[src/rtl/uart_parity_engine.sv]
// uart_parity_engine
// Bit-serial parity accumulator shared by the UART TX and RX paths. Data bits are
// strobed in one at a time. The parity bit for the latched mode is presented once the
// latched data length is reached, and a received parity bit can be checked against it.
// Optional feature macro: UART_PARITY_ERRCNT_EN adds a saturating mismatch counter
// on the err_cnt port. Without the macro, that port and its counter are absent.
//
// Handshake: bit_valid, par_valid and frame_start are single-cycle strobes sampled on
// the rising clock edge. There is no back-pressure. A strobe that arrives in a state
// that cannot use it is dropped. par_ready is a level that stays high for the whole
// READY state.

module uart_parity_engine #(
    parameter int MAX_DATA_BITS = 9,
    parameter int MIN_DATA_BITS = 5,
    parameter int ERR_CNT_W     = 8,
    localparam int LW           = $clog2(MAX_DATA_BITS + 1)
) (
    input  logic          clk,
    input  logic          rst_n,
    input  logic [2:0]    cfg_mode,
    input  logic [LW-1:0] cfg_data_len,
    input  logic          frame_start,
    input  logic          bit_valid,
    input  logic          bit_in,
    input  logic          par_valid,
    input  logic          par_in,
    input  logic          err_clr,
    output logic          par_ready,
    output logic          par_bit,
    output logic          par_err,
    output logic          par_err_sticky,
    output logic [LW-1:0] bit_cnt,
    output logic [1:0]    dbg_state
`ifdef UART_PARITY_ERRCNT_EN
    ,
    output logic [ERR_CNT_W-1:0] err_cnt
`endif
);

    typedef enum logic [1:0] {
        IDLE  = 2'd0,
        ACCUM = 2'd1,
        READY = 2'd2
    } state_t;

    localparam logic [LW-1:0] MIN_L = LW'(MIN_DATA_BITS);
    localparam logic [LW-1:0] MAX_L = LW'(MAX_DATA_BITS);

    localparam logic [2:0] MODE_EVEN  = 3'b001;
    localparam logic [2:0] MODE_ODD   = 3'b010;
    localparam logic [2:0] MODE_MARK  = 3'b011;
    localparam logic [2:0] MODE_SPACE = 3'b100;

    state_t        r_state;
    logic [2:0]    r_mode;
    logic [LW-1:0] r_len;
    logic          r_acc;
    logic [LW-1:0] r_bit_cnt;
    logic          r_par_ready;
    logic          r_par_bit;
    logic          r_par_err;
    logic          r_par_err_sticky;

    logic [LW-1:0] w_len_clamped;
    logic          w_next_acc;
    logic [LW-1:0] w_next_cnt;
    logic          w_mode_none;
    logic          w_mismatch;

    // Parity bit for a mode and accumulated XOR. Codes 000 and 101-111 behave as "none".
    function automatic logic parity_out(input logic [2:0] mode, input logic acc);
        case (mode)
            MODE_EVEN:  parity_out = acc;
            MODE_ODD:   parity_out = ~acc;
            MODE_MARK:  parity_out = 1'b1;
            MODE_SPACE: parity_out = 1'b0;
            default:    parity_out = 1'b1;
        endcase
    endfunction

    // Clamp the requested length into the supported range before it is latched.
    always_comb begin
        w_len_clamped = cfg_data_len;
        if (cfg_data_len < MIN_L) begin
            w_len_clamped = MIN_L;
        end else if (cfg_data_len > MAX_L) begin
            w_len_clamped = MAX_L;
        end
    end

    assign w_next_acc  = r_acc ^ bit_in;
    assign w_next_cnt  = r_bit_cnt + 1'b1;
    assign w_mode_none = (r_mode == 3'b000) || (r_mode > MODE_SPACE);

    // A frame_start in READY abandons the frame, so it also suppresses the parity check.
    assign w_mismatch = (r_state == READY) && par_valid && !frame_start &&
                        !w_mode_none && (par_in != r_par_bit);

    // Frame FSM together with its accumulator, counter and registered outputs.
    always_ff @(posedge clk or negedge rst_n) begin
        if (!rst_n) begin
            r_state          <= IDLE;
            r_mode           <= 3'b000;
            r_len            <= MAX_L;
            r_acc            <= 1'b0;
            r_bit_cnt        <= '0;
            r_par_ready      <= 1'b0;
            r_par_bit        <= 1'b1;
            r_par_err        <= 1'b0;
            r_par_err_sticky <= 1'b0;
        end else begin
            r_par_err <= w_mismatch;
            // A mismatch in the same cycle as err_clr wins.
            if (w_mismatch) begin
                r_par_err_sticky <= 1'b1;
            end else if (err_clr) begin
                r_par_err_sticky <= 1'b0;
            end

            if (frame_start) begin
                // Restart from any state. A same-cycle data bit counts as bit 1.
                r_state     <= ACCUM;
                r_mode      <= cfg_mode;
                r_len       <= w_len_clamped;
                r_par_ready <= 1'b0;
                r_acc       <= bit_valid ? bit_in : 1'b0;
                r_bit_cnt   <= bit_valid ? LW'(1) : '0;
            end else begin
                case (r_state)
                    ACCUM: begin
                        if (bit_valid) begin
                            r_acc     <= w_next_acc;
                            r_bit_cnt <= w_next_cnt;
                            if (w_next_cnt == r_len) begin
                                r_state     <= READY;
                                r_par_ready <= 1'b1;
                                r_par_bit   <= parity_out(r_mode, w_next_acc);
                            end
                        end
                    end
                    READY: begin
                        if (par_valid) begin
                            r_state     <= IDLE;
                            r_par_ready <= 1'b0;
                        end
                    end
                    default: begin
                        r_state <= IDLE;
                    end
                endcase
            end
        end
    end

    assign par_ready      = r_par_ready;
    assign par_bit        = r_par_bit;
    assign par_err        = r_par_err;
    assign par_err_sticky = r_par_err_sticky;
    assign bit_cnt        = r_bit_cnt;
    assign dbg_state      = r_state;

`ifdef UART_PARITY_ERRCNT_EN
    logic [ERR_CNT_W-1:0] r_err_cnt;

    // Saturating mismatch counter. A same-cycle mismatch beats err_clr and leaves a count of 1.
    always_ff @(posedge clk or negedge rst_n) begin
        if (!rst_n) begin
            r_err_cnt <= '0;
        end else if (err_clr) begin
            r_err_cnt <= w_mismatch ? ERR_CNT_W'(1) : '0;
        end else if (w_mismatch && (r_err_cnt != '1)) begin
            r_err_cnt <= r_err_cnt + 1'b1;
        end
    end

    assign err_cnt = r_err_cnt;
`else
    logic w_unused_err_cnt_w;
    assign w_unused_err_cnt_w = (ERR_CNT_W > 0);
`endif

endmodule
[config.mk]
export PLATFORM = sky130hd
export DESIGN_NAME = uart_parity_engine
export DESIGN_NICKNAME = d
export VERILOG_FILES = /design/src/rtl/uart_parity_engine.sv
export SDC_FILE = /design/constraint.sdc
export NUM_CORES = 1
export LEC_CHECK = 0
export CORE_MARGIN = 10
export CORE_UTILIZATION = 40
export CTS_BUF_LIST = sky130_fd_sc_hd__clkbuf_4
export DETAILED_ROUTE_END_ITERATION = 8
export PLACE_DENSITY = 0.71
export SYNTH_ARGS = -nofsm -noshare
export SYNTH_HDL_FRONTEND = slang
export SYNTH_SLANG_ARGS = --single-unit
[constraint.sdc]
create_clock -name clk -period 1.8 [get_ports clk]
set_clock_uncertainty 0.05 [all_clocks]
set_input_delay 0.45 -clock clk [delete_from_list [all_inputs] [get_ports clk]]
set_output_delay 0.45 -clock clk [all_outputs]
set_load 0.005 [all_outputs]
# After elaboration in Yosys (flattened, before gate mapping)
# Cells that the tools add are included.
# totals
in_bits	15
word_cells	65
output_inout_bits	10
reg_bits	18
# op_classes
addsub	1
eq_ne	10
bitwise	3
muxes	23
order_cmp	3
reduce_logical	16
# op_table
operator	count
$mux 4	5
$mux 1	11
$ne 3x3->1 const B	3
$mux 2	4
$reduce_and 4->1	2
$reduce_bool 2->1	3
$add 4x1->4 const B	1
$eq 4x4->1	1
$gt 4x4->1 const B	1
$logic_and 1x1->1	4
$lt 4x3->1 const B	1
$pmux 2 s2	1
$eq 3x1->1 const B	1
$eq 3x2->1 const B	1
$eq 3x3->1 const B	1
$gt 3x3->1 const B	1
$logic_not 3->1	1
$pmux 1 s3	1
$reduce_and 3->1	1
$reduce_bool 3->1	1
$eq 2x1->1 const B	1
$eq 2x2->1 const B	1
$logic_not 1->1	2
$not 1->1	2
other kinds (5)	5

# Longest topological paths before layout
# depth
word_depth	6
ltp_mapped	5
depth_no_buf	5

# Least setup slack after synthesis
# Ideal clock, no wire load.
# synth_path
path_type	register to register
startpoint	reg r_bit_cnt[0] (netlist: bit_cnt[0])
endpoint	reg r_par_bit (netlist: par_bit)
setup_ns	0.082
path_stages_with_launch	6
n_path_buf	0
synth_period_minus_slack_ns	1.753
required_time_ns	1.668
setup_slack_ns	0.047
arrival_ns	1.620
cell_sequence	dfrtp_1 -> ha_1 -> xor3_1 -> nor3_2 -> nand3_2 -> mux2_4
# synth_between
elab_chain_len	3
# synth_lines
item	line_no	source
from (decl)	59	logic [LW-1:0] r_bit_cnt;
from (signal assigned)	128	r_bit_cnt <= bit_valid ? LW'(1) : '0;
from (signal assigned)	134	r_bit_cnt <= w_next_cnt;
$add 4x1->4	93	assign w_next_cnt = r_bit_cnt + 1'b1;
$eq 4x4->1	135	if (w_next_cnt == r_len) begin
$reduce_and 4->1 (no line)	-	
to (signal assigned)	138	r_par_bit <= parity_out(r_mode, w_next_acc);
to (decl)	61	logic r_par_bit;
# No other way between the ends.
# A chain may end at the register's enable or synchronous reset.

# Final worst setup path
# layout_path
startpoint	reg r_bit_cnt[2] (netlist: bit_cnt[2])
endpoint	out bit_cnt[2]
# layout_rtl
item	line_no	source
to (decl)	33	output logic [LW-1:0] bit_cnt,
# No word-level cell between the ends.

==> impl_results.md <==
- Synth cell types: 33
- Worst Path Buf+Inv: 1
- Crit path kind: flip-flop to output port
- CTS tree: done
- H-Tree Depth: 1
- Syn Inst Count: 85
- Vias per cell: 4.88
- Proportion of layout cells with a drive suffix above 1: 23.1%
- CP cell instances: clkdlybuf4s50_1
- Core Footprint: 2210 um2
- Tot GR Track Use: 9.58%
- Die Height: 68.4 um
- Worst path max stage delay: 0.52 ns
- Post-synth EDFFs: 0
- Post-route ant nets: 0
- Startpoint types: flip-flop
- Synth Area per Inst: 11.0 um2
- Vias in the first global route: 769
- Rows: 17
- Synth area leader: dfrtp_1
- # DRC: 0
- Post-Syn Nets: 101
- Final Hold Viols: 0
- Fin worst setup slack: 0.0520 ns
- Clock Tree Buf Depth: 2
- Most frequent cell after synthesis: dfrtp_1
- Worst slew pin tran: 0.343 ns
- Max frequency: 572 MHz
- Final nets: 138
- CTS buffer count: 3
- Final GP Congestion: 0.846
- CP Max Fanout: 5
- Final WL: 2.08 mm
- Slew Limit Headroom: 76.9%
- DIE WIDTH: 68.4 um
- Critical path arrival: 1.25 ns
- Leading post-synthesis cells by cell area: dfrtp_1, dfstp_2, mux2_2
- DP HPWL: 1.60 mm
- Worst-skew pair later-pin latency: 0.30 ns
- Drt first pass iters: 4
- Antenna violations before repair: 0
- Clk sinks: 18
- P&R area growth vs syn: 40.9%
- Endpoints failing setup: 0
- Initial cell density of the core: 42.4%
- YS warnings: 0
- Worst-path clk slew: 0.11 ns
- Status: finished clean
- Seq/Total Area, Yosys: 48.5%
- Largest net degree at the start of global routing: 19
- Share of the synthesized area in the top cell type: 40.1%
- Pre-CTS setup slack: 0.0219 ns
- Num ports: 25
- Maximum vdd drop: 0.502 mV
- Detailed-route via count: 727
- N_diodes: 0
- Slew Viols, Final: 0
- Grt ovf: 0
- Critical Path Slowest Stage Cell: clkdlybuf4s50_1
- Avg WL per Cell: 13.9 um
- First-pass GRT wire length: 3.46 mm
- Seq cells post-synth: 18
- Commonest cells in the netlist: dfrtp_1, nor2_1, inv_1
- Final worst path period share: 97.1%
- CTS Root Cell: clkbuf_4
- Delay-heaviest family, CP: buffers and inverters
- Critical R2R Launch: bit_cnt[0]
- TNS Setup: 0 ns
- FF-to-FF path depth: 5
- Critical path data required time: 1.30 ns
- PwrDens: 754 nW/um2
- IO Port Bufs: 24
- RSZ-0062 raised after global routing: false
- FFs w/ async S/R, synth: 100%
- Primary FF master, synth: dfrtp_1
- Worst R2R End: par_bit
- Type of the worst min-delay path: primary input to asynchronous set/reset pin
- R2R Setup Slk: 0.14 ns
- # hold bufs at CTS: 0
- Post-Syn Area: 937 um2
- Max Cap Viol: 0
- Crit end category: output port
- Die area: 4680 um2
- Final min period: 1.75 ns
- DR iter-0 viols: 33
- Static leakage: 0.577 nW
==> routing by layer <==
metal	vias up	routed length [um]	GRT usage, %
met2	16	1050	16.1
met3	2	129	4.89
met1	343	889	10.4
met4	0	13	2.51
met5	-	0	0
li1	366	-	-
==> where the power goes <==
group	internal, mW	leakage [nW]	total [mW]	switching (mW)
clock network	0.0808	0.0154	0.209	0.128
logic	0.183	0.341	0.298	0.115
registers	0.455	0.221	0.489	0.0342
==> cell families after synthesis <==
family	count (synthesis)	share of synthesized area, %
simple gates	29	18.3
xor+xnor	10	11.7
mux	8	9.61
buf+inv	8	3.20
fa+ha+maj	1	1.33
compound gates	11	7.34
flops	18	48.5
==> area by class of cell <==
cell class,count,area (um2)
Clock buffer,3,22.5
Clock inverter,1,3.75
Fill cell,201,892
Inverter,5,18.8
Multi-Input combinational cell,59,465
Sequential cell,18,455
Tap cell,28,35.0
Timing Repair Buffer,35,319
==> what timing repair did <==
item	in CTS	in global routing
setup endpoints to repair	4	3
pin swaps	0	3
resized for setup	4	1
setup buffers	1	2
==> per-stage QoR <==
step                hold slack (ns)  cell area [um2]  power (mW)  util (%)  cells
global route                  0.429             1320        1.07      59.7    149
detailed placement            0.424             1260       0.782      57.0    142
finish                        0.412             1320       0.995      59.7    149
global placement              0.414             1260       0.775      57.0    142
floorplan                     0.104              937       0.644         -     85
CTS                           0.418             1290       0.995      58.4    147
==> layout by cell type (no fill, tap or decap), types with 2 or more instances in the layout <==
master / netlist / layout
nand2b_1: 3 / 3
clkbuf_4: 0 / 3
mux2i_1: 3 / 3
nand2_1: 3 / 3
buf_4: 0 / 11
dfrtp_1: 15 / 14
xor2_1: 4 / 4
clkdlybuf4s50_1: 0 / 21
nand3_1: 2 / 2
a21oi_1: 4 / 4
inv_1: 5 / 5
mux2_2: 4 / 4
dfstp_2: 3 / 3
dlygate4sd2_1: 0 / 3
nand3b_1: 3 / 3
o21ai_0: 2 / 2
nor2b_1: 2 / 2
xnor2_1: 4 / 4
nor2_1: 7 / 7
a31oi_1: 2 / 2
==> state kept, by name, indices dropped and copies added (netlist names) <==
name            flops
dbg_state           2
r_acc               1
par_err             1
r_mode              3
bit_cnt             4
r_len               4
par_ready           1
par_bit             1
par_err_sticky      1
==> how the worst max path moves through the flow <==
| stage | slack [ns] | cells after the start | endpoint | start |
|---|---|---|---|---|
| after global placement | 0.02 | 4 | par_bit | bit_in |
| after detailed placement | 0.02 | 4 | par_bit | bit_in |
| final | 0.05 | 1 | bit_cnt[2] | bit_cnt[2] |
| after CTS | 0.02 | 1 | dbg_state[0] | dbg_state[0] |
| after floorplan | 0.05 | 5 | par_bit | bit_cnt[0] |
| after global routing | 0.006 | 1 | bit_cnt[2] | bit_cnt[2] |
Power figures use the tool's default switching activity.
